==> config.mk <==
export PLATFORM = sky130hd
export DESIGN_NAME = cla_pipe_adder
export DESIGN_NICKNAME = d
export VERILOG_FILES = /design/src/rtl/cla_pipe_adder.sv
export SDC_FILE = /design/constraint.sdc
export NUM_CORES = 1
export LEC_CHECK = 0
export CAP_MARGIN = 20
export CORE_MARGIN = 2
export CORE_UTILIZATION = 40
export DETAILED_ROUTE_END_ITERATION = 16
export PLACE_DENSITY = 0.61
export SYNTH_ARGS = -nofsm -noshare
export SYNTH_HDL_FRONTEND = slang
export SYNTH_SLANG_ARGS = --single-unit
==> constraint.sdc <==
create_clock -name clk -period 1.5 [get_ports clk]
set_input_delay 0.3 -clock clk [delete_from_list [all_inputs] [get_ports clk]]
set_output_delay 0.3 -clock clk [all_outputs]
set_load 0.03 [all_outputs]
==> src/rtl/cla_pipe_adder.sv <==
// Pipelined Kogge-Stone carry-lookahead adder/subtractor with valid/ready flow control.
// Saturation on signed overflow is built only when CLA_PIPE_SAT_EN is defined.
module cla_pipe_adder #(
  parameter int unsigned WIDTH  = 32,
  parameter int unsigned STAGES = 2
) (
  input  logic             clk,
  input  logic             rst_n,
  input  logic             in_valid,
  output logic             in_ready,
  input  logic [WIDTH-1:0] a,
  input  logic [WIDTH-1:0] b,
  input  logic             cin,
  input  logic             sub,
  input  logic             sat,
  output logic             out_valid,
  input  logic             out_ready,
  output logic [WIDTH-1:0] sum,
  output logic             cout,
  output logic             ovf
);
  localparam int unsigned LEVELS = $clog2(WIDTH);
`ifdef CLA_PIPE_SAT_EN
  // Side-band per beat: bitwise propagate, carry-in, sat request, sign of a.
  localparam int unsigned XW = WIDTH + 3;
`else
  localparam int unsigned XW = WIDTH + 1;
  logic unused_sat;
  assign unused_sat = sat;
`endif

  // True when an internal pipeline register sits after prefix level lvl.
  function automatic bit is_boundary(int unsigned lvl);
    bit hit;
    hit = 1'b0;
    for (int unsigned k = 1; k < STAGES; k++) begin
      if ((k * LEVELS + STAGES - 1) / STAGES == lvl) hit = 1'b1;
    end
    return hit;
  endfunction

  logic en;
  assign en       = !out_valid || out_ready;
  assign in_ready = en;

  // Level 0 forms bitwise (G,P); levels 1..LEVELS are Kogge-Stone combine rows.
  for (genvar l = 0; l <= LEVELS; l++) begin : lvl
    logic [WIDTH-1:0] g_c, p_c, g_s, p_s;
    logic [XW-1:0]    x_c, x_s;
    logic             v_c, v_s;

    if (l == 0) begin : g_leaf
      logic [WIDTH-1:0] bx;
      assign bx  = sub ? ~b : b;
      assign g_c = a & bx;
      assign p_c = a ^ bx;
      assign v_c = in_valid;
`ifdef CLA_PIPE_SAT_EN
      assign x_c = {p_c, sub | cin, sat, a[WIDTH-1]};
`else
      assign x_c = {p_c, sub | cin};
`endif
    end else begin : g_node
      localparam int unsigned D = 1 << (l - 1);
      // Bits below D already span down to bit 0 and pass through unchanged.
      assign g_c = lvl[l-1].g_s | (lvl[l-1].p_s & (lvl[l-1].g_s << D));
      assign p_c = lvl[l-1].p_s & ((lvl[l-1].p_s << D) | ~({WIDTH{1'b1}} << D));
      assign x_c = lvl[l-1].x_s;
      assign v_c = lvl[l-1].v_s;
    end

    if (is_boundary(l)) begin : g_reg
      always_ff @(posedge clk or negedge rst_n) begin
        if (!rst_n) begin
          v_s <= 1'b0;
          g_s <= '0;
          p_s <= '0;
          x_s <= '0;
        end else if (en) begin
          v_s <= v_c;
          g_s <= g_c;
          p_s <= p_c;
          x_s <= x_c;
        end
      end
    end else begin : g_pass
      assign v_s = v_c;
      assign g_s = g_c;
      assign p_s = p_c;
      assign x_s = x_c;
    end
  end

  logic [WIDTH-1:0] g_top, p_top, p0, sum_raw, sum_c;
  logic [WIDTH:0]   carry;
  logic             c0, ovf_c;

  assign g_top   = lvl[LEVELS].g_s;
  assign p_top   = lvl[LEVELS].p_s;
  assign p0      = lvl[LEVELS].x_s[XW-1 -: WIDTH];
  assign c0      = lvl[LEVELS].x_s[XW-WIDTH-1];
  assign carry   = {g_top | (p_top & {WIDTH{c0}}), c0};
  assign sum_raw = p0 ^ carry[WIDTH-1:0];
  assign ovf_c   = carry[WIDTH] ^ carry[WIDTH-1];

`ifdef CLA_PIPE_SAT_EN
  logic sat_q, a_neg;
  assign sat_q = lvl[LEVELS].x_s[1];
  assign a_neg = lvl[LEVELS].x_s[0];

  // On overflow the true sign equals a's sign for both add and subtract.
  always_comb begin
    sum_c = sum_raw;
    if (sat_q && ovf_c) begin
      sum_c = a_neg ? {1'b1, {(WIDTH-1){1'b0}}} : {1'b0, {(WIDTH-1){1'b1}}};
    end
  end
`else
  assign sum_c = sum_raw;
`endif

  // Output register: final pipeline stage.
  always_ff @(posedge clk or negedge rst_n) begin
    if (!rst_n) begin
      out_valid <= 1'b0;
      sum       <= '0;
      cout      <= 1'b0;
      ovf       <= 1'b0;
    end else if (en) begin
      out_valid <= lvl[LEVELS].v_s;
      sum       <= sum_c;
      cout      <= carry[WIDTH];
      ovf       <= ovf_c;
    end
  end

endmodule

Word level (Yosys, flattened, before mapping). Index checks and enable logic that the tools add are counted. Widths: inputs -> output; s select.

Bits in registers: 133.

Muxes and demuxes: 1. Bitwise logic cells: 23. Reductions and logical operators: 2.

Operators with widths (count): $and 32x32->32 (12); $or 32x32->32 (6); $xor 32x32->32 (2); $mux 32 (1); $not 32->32 (1); $logic_not 1->1 (1); $logic_or 1x1->1 (1); $or 1x1->1 (1); $xor 1x1->1 (1).

Longest topological paths before layout.
Depth in word-level cells: 9. Gate-level depth with buffers: 10.

Worst setup path after synthesis. OpenSTA, ideal clock, no wires.

Kind: input port to flip-flop. Start: input sub. End: register lvl[3].g_s[7]. Library setup time: 0.119 ns. Data arrival time: 1.952 ns. Required time: 1.381 ns. Path slack: -0.570 ns. Cell stages on the path: 9. Path buffers: 2. Cells stage by stage: clkbuf_1 > buf_2 > xor2_1 > ha_1 > a21o_1 > and2_1 > a21boi_0 > o21ai_0 > o21a_1.

Longest elaborated chain between the ends: 8. Elaborated cells on any way between the ends: 11. Classes of those cells: 1 x mux; 10 x bitwise.

RTL lines: start, declared (line 14) `input logic sub,`; $mux 32 (line 54) `assign bx = sub ? ~b : b;`; $xor 32x32->32 (line 56) `assign p_c = a ^ bx;`; via lvl[0].p_c[1] (line 48) `logic [WIDTH-1:0] g_c, p_c, g_s, p_s;`; $and 32x32->32 (line 66) `assign g_c = lvl[l-1].g_s | (lvl[l-1].p_s & (lvl[l-1].g_s << D));`; $or 32x32->32 (line 66); $and 32x32->32 (line 66); $or 32x32->32 (line 66); $and 32x32->32 (line 66); $or 32x32->32 (line 66); end signal, assigned (line 81) `g_s <= g_c;`; end, declared (line 48).

The timed path passes the listed nets, and every way through them passes these cells. A chain may end at the register's enable or synchronous reset.

Final worst setup path.
Start: register lvl[3].x_s[0]. End: register sum[23].

Longest elaborated chain between the ends: 3.

RTL lines: start, declared (line 49) `logic [XW-1:0] x_c, x_s;`; start signal, assigned (line 78) `x_s <= '0;`; start signal, assigned (line 83) `x_s <= x_c;`; $and 32x32->32 (line 102) `assign carry = {g_top | (p_top & {WIDTH{c0}}), c0};`; $or 32x32->32 (line 102); $xor 32x32->32 (line 103) `assign sum_raw = p0 ^ carry[WIDTH-1:0];`; end signal, assigned (line 131) `sum <= sum_c;`; end, declared (line 18) `output logic [WIDTH-1:0] sum,`.

No other way between the ends.

==> reports/qor_table.md <==
| Metric | Value | Unit |
|:---|:---|:---|
| Clock tree from TritonCTS | built | - |
| Number of warnings printed during yosys synthesis | 0 | - |
| Inserted Clock Buffers | 17 | - |
| Reported leakage power | 5.48 | nW |
| Pins Over Slew Limit | 0 | - |
| Count of clock tree sinks | 132 | - |
| Number of DRC violations after detailed routing | 0 | - |
| Simple-gate area share of the yosys netlist | 17.0 | % |
| I/O pin total | 107 | - |
| Number of antenna violations at the first check in global routing | 0 | - |
| Xor/xnor share of the synthesized area | 7.91 | % |
| Post-synthesis register bit count | 132 | - |
| Initial DRT Pass Iterations | 5 | - |
| Post-route core utilization | 68.8 | % |
| Number of violations of the max-capacitance limit | 0 | - |
| Total GRT Usage | 24.3 | % |
| Die Area | 18800 | um2 |
| Number of input and output port buffers inserted | 105 | - |
| Reg clk slew, reported paths | 0.06 | ns |
| Most frequent standard cell in the layout excluding fill and tap cells | sky130_fd_sc_hd__nand2_1 | - |
| Power share of the clock group | 29.0 | % |
| Die Y | 137 | um |
| Number of nets at the end of the flow | 1208 | - |
| Wirelength per Cell | 17.6 | um |
| Largest net degree at the start of global routing | 32 | - |
| Core outline area | 17300 | um2 |
| Reported net switching power | 0.00564 | W |
| Actual transition at the worst max-transition pin | 0.370 | ns |
| Number of vias after detailed routing | 6890 | - |
| Combinational cell fraction of total power | 40.3 | % |
| Share of power burned in registers | 30.7 | % |
| DR iter-0 viols | 538 | - |
| Pwr dens | 1350 | nW/um2 |
| CTS root buf | sky130_fd_sc_hd__clkbuf_16 | - |
| Worst relative slew slack | 75.4 | % |
| Die width | 137 | um |
| Post-layout instance area | 11900 | um2 |
| Main combinational cell family by area after synthesis | simple AND/OR/NAND/NOR gates | - |
| Max Fanout on Critical Path | 5 | - |
| Internal power component | 0.0104 | W |
| H-tree levels | 4 | - |
| Post-synthesis adder-cell area fraction | 9.53 | % |
| Register area share after synthesis | 46.6 | % |
| Unrepaired setup endpoints after global routing | true | - |
| Worst path required time | 1.81 | ns |
| Final setup viols | 23 | - |
| Async SR Flop Fraction | 100 | % |
| Synthesized area per cell | 8.89 | um2 |
| Worst supply voltage drop on vdd | 0.913 | mV |
| Final hold violation count | 0 | - |
| Post-DP Area | 9550 | um2 |
| Hpwl dp | 15.8 | mm |
| Placer congestion estimate | 0.836 | - |
| Highest clock frequency the design can meet | 611 | MHz |
| Placement Rows | 48 | - |
| Final worst clock skew | 0.00728 | ns |
| Initial core utilization | 41.0 | % |
| Vias/cell | 5.22 | - |
| Number of distinct library cell variants in the gate-level netlist after synthesis | 39 | - |
| Hold Path Class | input port to asynchronous set/reset pin | - |
| Post-synthesis compound-gate area fraction | 16.0 | % |
| Failing checks | negative setup slack | - |
| Setup CP Type | flop to flop | - |
| Antenna Cells | 0 | - |
| Fraction of layout instances using a drive strength above 1 | 37.6 | % |
| Post-detailed-routing wire length | 23.2 | mm |
| Number of global-route vias before repair | 6657 | - |
| CP arrival | 1.95 | ns |
| Post-layout worst setup margin | -0.138 | ns |
| Outcome | finished with violations | - |
| Leading cell types in the layout, fill and taps excluded | sky130_fd_sc_hd__nand2_1, sky130_fd_sc_hd__buf_4, sky130_fd_sc_hd__dfrtp_1 | - |
| Global-route wire length before repair | 34.8 | mm |
| Number of fillers in the final layout | 1294 | - |
| Count of flip-flops with a built-in enable after synthesis | 0 | - |
| Gate count of the mapped netlist | 797 | - |
| Sort of element at the start of the critical path | flop | - |
| Multiplexer fraction of the synthesized cell area | 0.159 | % |
| Area growth from synthesis to layout | 67.8 | % |
| Syn_nets | 922 | - |
| Post-synthesis instance area | 7090 | um2 |
| Main synth FF type | sky130_fd_sc_hd__dfrtp_1 | - |
| Ranking of synthesized cells by area | sky130_fd_sc_hd__dfrtp_1, sky130_fd_sc_hd__ha_1, sky130_fd_sc_hd__nand2_1 | - |
| Latest clock arrival within the worst-skew pair | 0.43 | ns |
| Final worst path period need | 1.64 | ns |
| Maximum buffer depth of the clock tree | 2 | - |
| Kind of end point of the critical path | flop | - |
| Yosys top cell area share | 46.6 | % |
| Gr ovfl total | 0 | - |
| Post-route ant nets | 0 | - |
| Final period utilization | 109 | % |
| Post-synth top area cell | sky130_fd_sc_hd__dfrtp_1 | - |
| Net switching share of the total power | 35.2 | % |
registers in the layout, summed over array words and instances (netlist names):
signal     count
lvl.g_s       32
lvl.p_s       32
lvl.x_s       32
sum           32
cout           1
lvl.v_s        1
out_valid      1
ovf            1
per-stage QoR:
| step | setup WS, ns | instances | total power [W] | TNS (ns) | hold slack [ns] |
|---|---|---|---|---|---|
| floorplan | -0.326 | 797 | 0.00757 | -10.98 | 0.00441 |
| global placement | -0.649 | 1239 | 0.0102 | -40.79 | 0.242 |
| detailed placement | -0.644 | 1239 | 0.0103 | -40.72 | 0.234 |
| CTS | -0.146 | 1295 | 0.0153 | -1.32 | 0.332 |
| global route | -0.189 | 1321 | 0.0168 | -2.77 | 0.363 |
| finish | -0.138 | 1321 | 0.0160 | -1.36 | 0.340 |
routing by layer:
layer	GRT usage, %	vias up	part of all wire (%)
li1	-	3279	-
met1	34.5	3362	45
met4	6.19	0	1.8
met2	38.4	219	48
met5	0	-	0
met3	4.37	30	5.4
logic make-up after synthesis:
family          Yosys count
xor+xnor                 64
fa+ha+maj                54
flops                   132
mux                       1
compound gates          206
simple gates            294
buf+inv                  46
power by group through the flow:
stage,registers [W],clock network [W],logic [W]
after floorplan,0.00557,0,0.00199
after global placement,0.00489,0,0.00532
after detailed placement,0.00491,0,0.00536
after CTS,0.00490,0.00467,0.00573
after global routing,0.00504,0.00481,0.00693
final,0.00493,0.00465,0.00646
worst paths after layout:
check | to | cells past startpoint | slack (ns) | from
setup reg to reg | sum[23]$_DFFE_PN0P_ | 6 | -0.14 | lvl[3].x_s[0]$_DFFE_PN0P_
max in group asynchronous | lvl[3].x_s[25]$_DFFE_PN0P_ | 3 | 0.65 | rst_n
hold / removal | lvl[3].x_s[15]$_DFFE_PN0P_ | 2 | 0.34 | rst_n
setup / recovery | sum[23]$_DFFE_PN0P_ | 6 | -0.14 | lvl[3].x_s[0]$_DFFE_PN0P_
min in group clk | lvl[3].x_s[24]$_DFFE_PN0P_ | 4 | 0.42 | a[23]
hold reg to reg | out_valid$_DFFE_PN0P_ | 1 | 0.46 | lvl[3].v_s$_DFFE_PN0P_
area by class of cell:
class                   count  area, um2  share of cell area [%]
clock buffers              23        478                    4.02
clock inverters             9        174                    1.46
inverters                  13       58.8                   0.494
multi-input cells         619       4820                    40.5
flip-flops and latches    132       3310                    27.8
well taps                 225        282                    2.37
repair buffers            300       2780                    23.4
cell usage after synthesis (all sizes together) (2+ instances only):
library cell    n
nand4          15
nand3          11
o21ai          67
a32o            5
xor2           52
xnor2          12
nand2         179
and3            3
o21a            2
dfrtp         132
a31oi           3
buf            25
a21oi         105
nor2b           3
a22o            4
nor3            3
and2            2
inv            13
a21o            9
nand2b          4
nor2           71
clkbuf          8
a22oi           2
ha             54
worst max-delay path: stages, from the launching register on:
cell and delay [ns]:
sky130_fd_sc_hd__dfrtp_2 0.47, sky130_fd_sc_hd__a21o_1 0.27, sky130_fd_sc_hd__a21o_4 0.25, sky130_fd_sc_hd__a21oi_2 0.13, sky130_fd_sc_hd__xor2_1 0.17, sky130_fd_sc_hd__buf_4 0.17
sky130_fd_sc_hd__a21oi_2 0.05
what timing repair did:
action / in CTS / in global routing
endpoints found under the hold margin: 17 / 0
buffers inserted: 27 / 25
setup endpoints to repair: 104 / 96
cloned: 1 / 2
hold buffers: 1 / 0
pin swaps: 136 / 89
gates resized for setup: 228 / 148
Power figures use the tool's default switching activity.
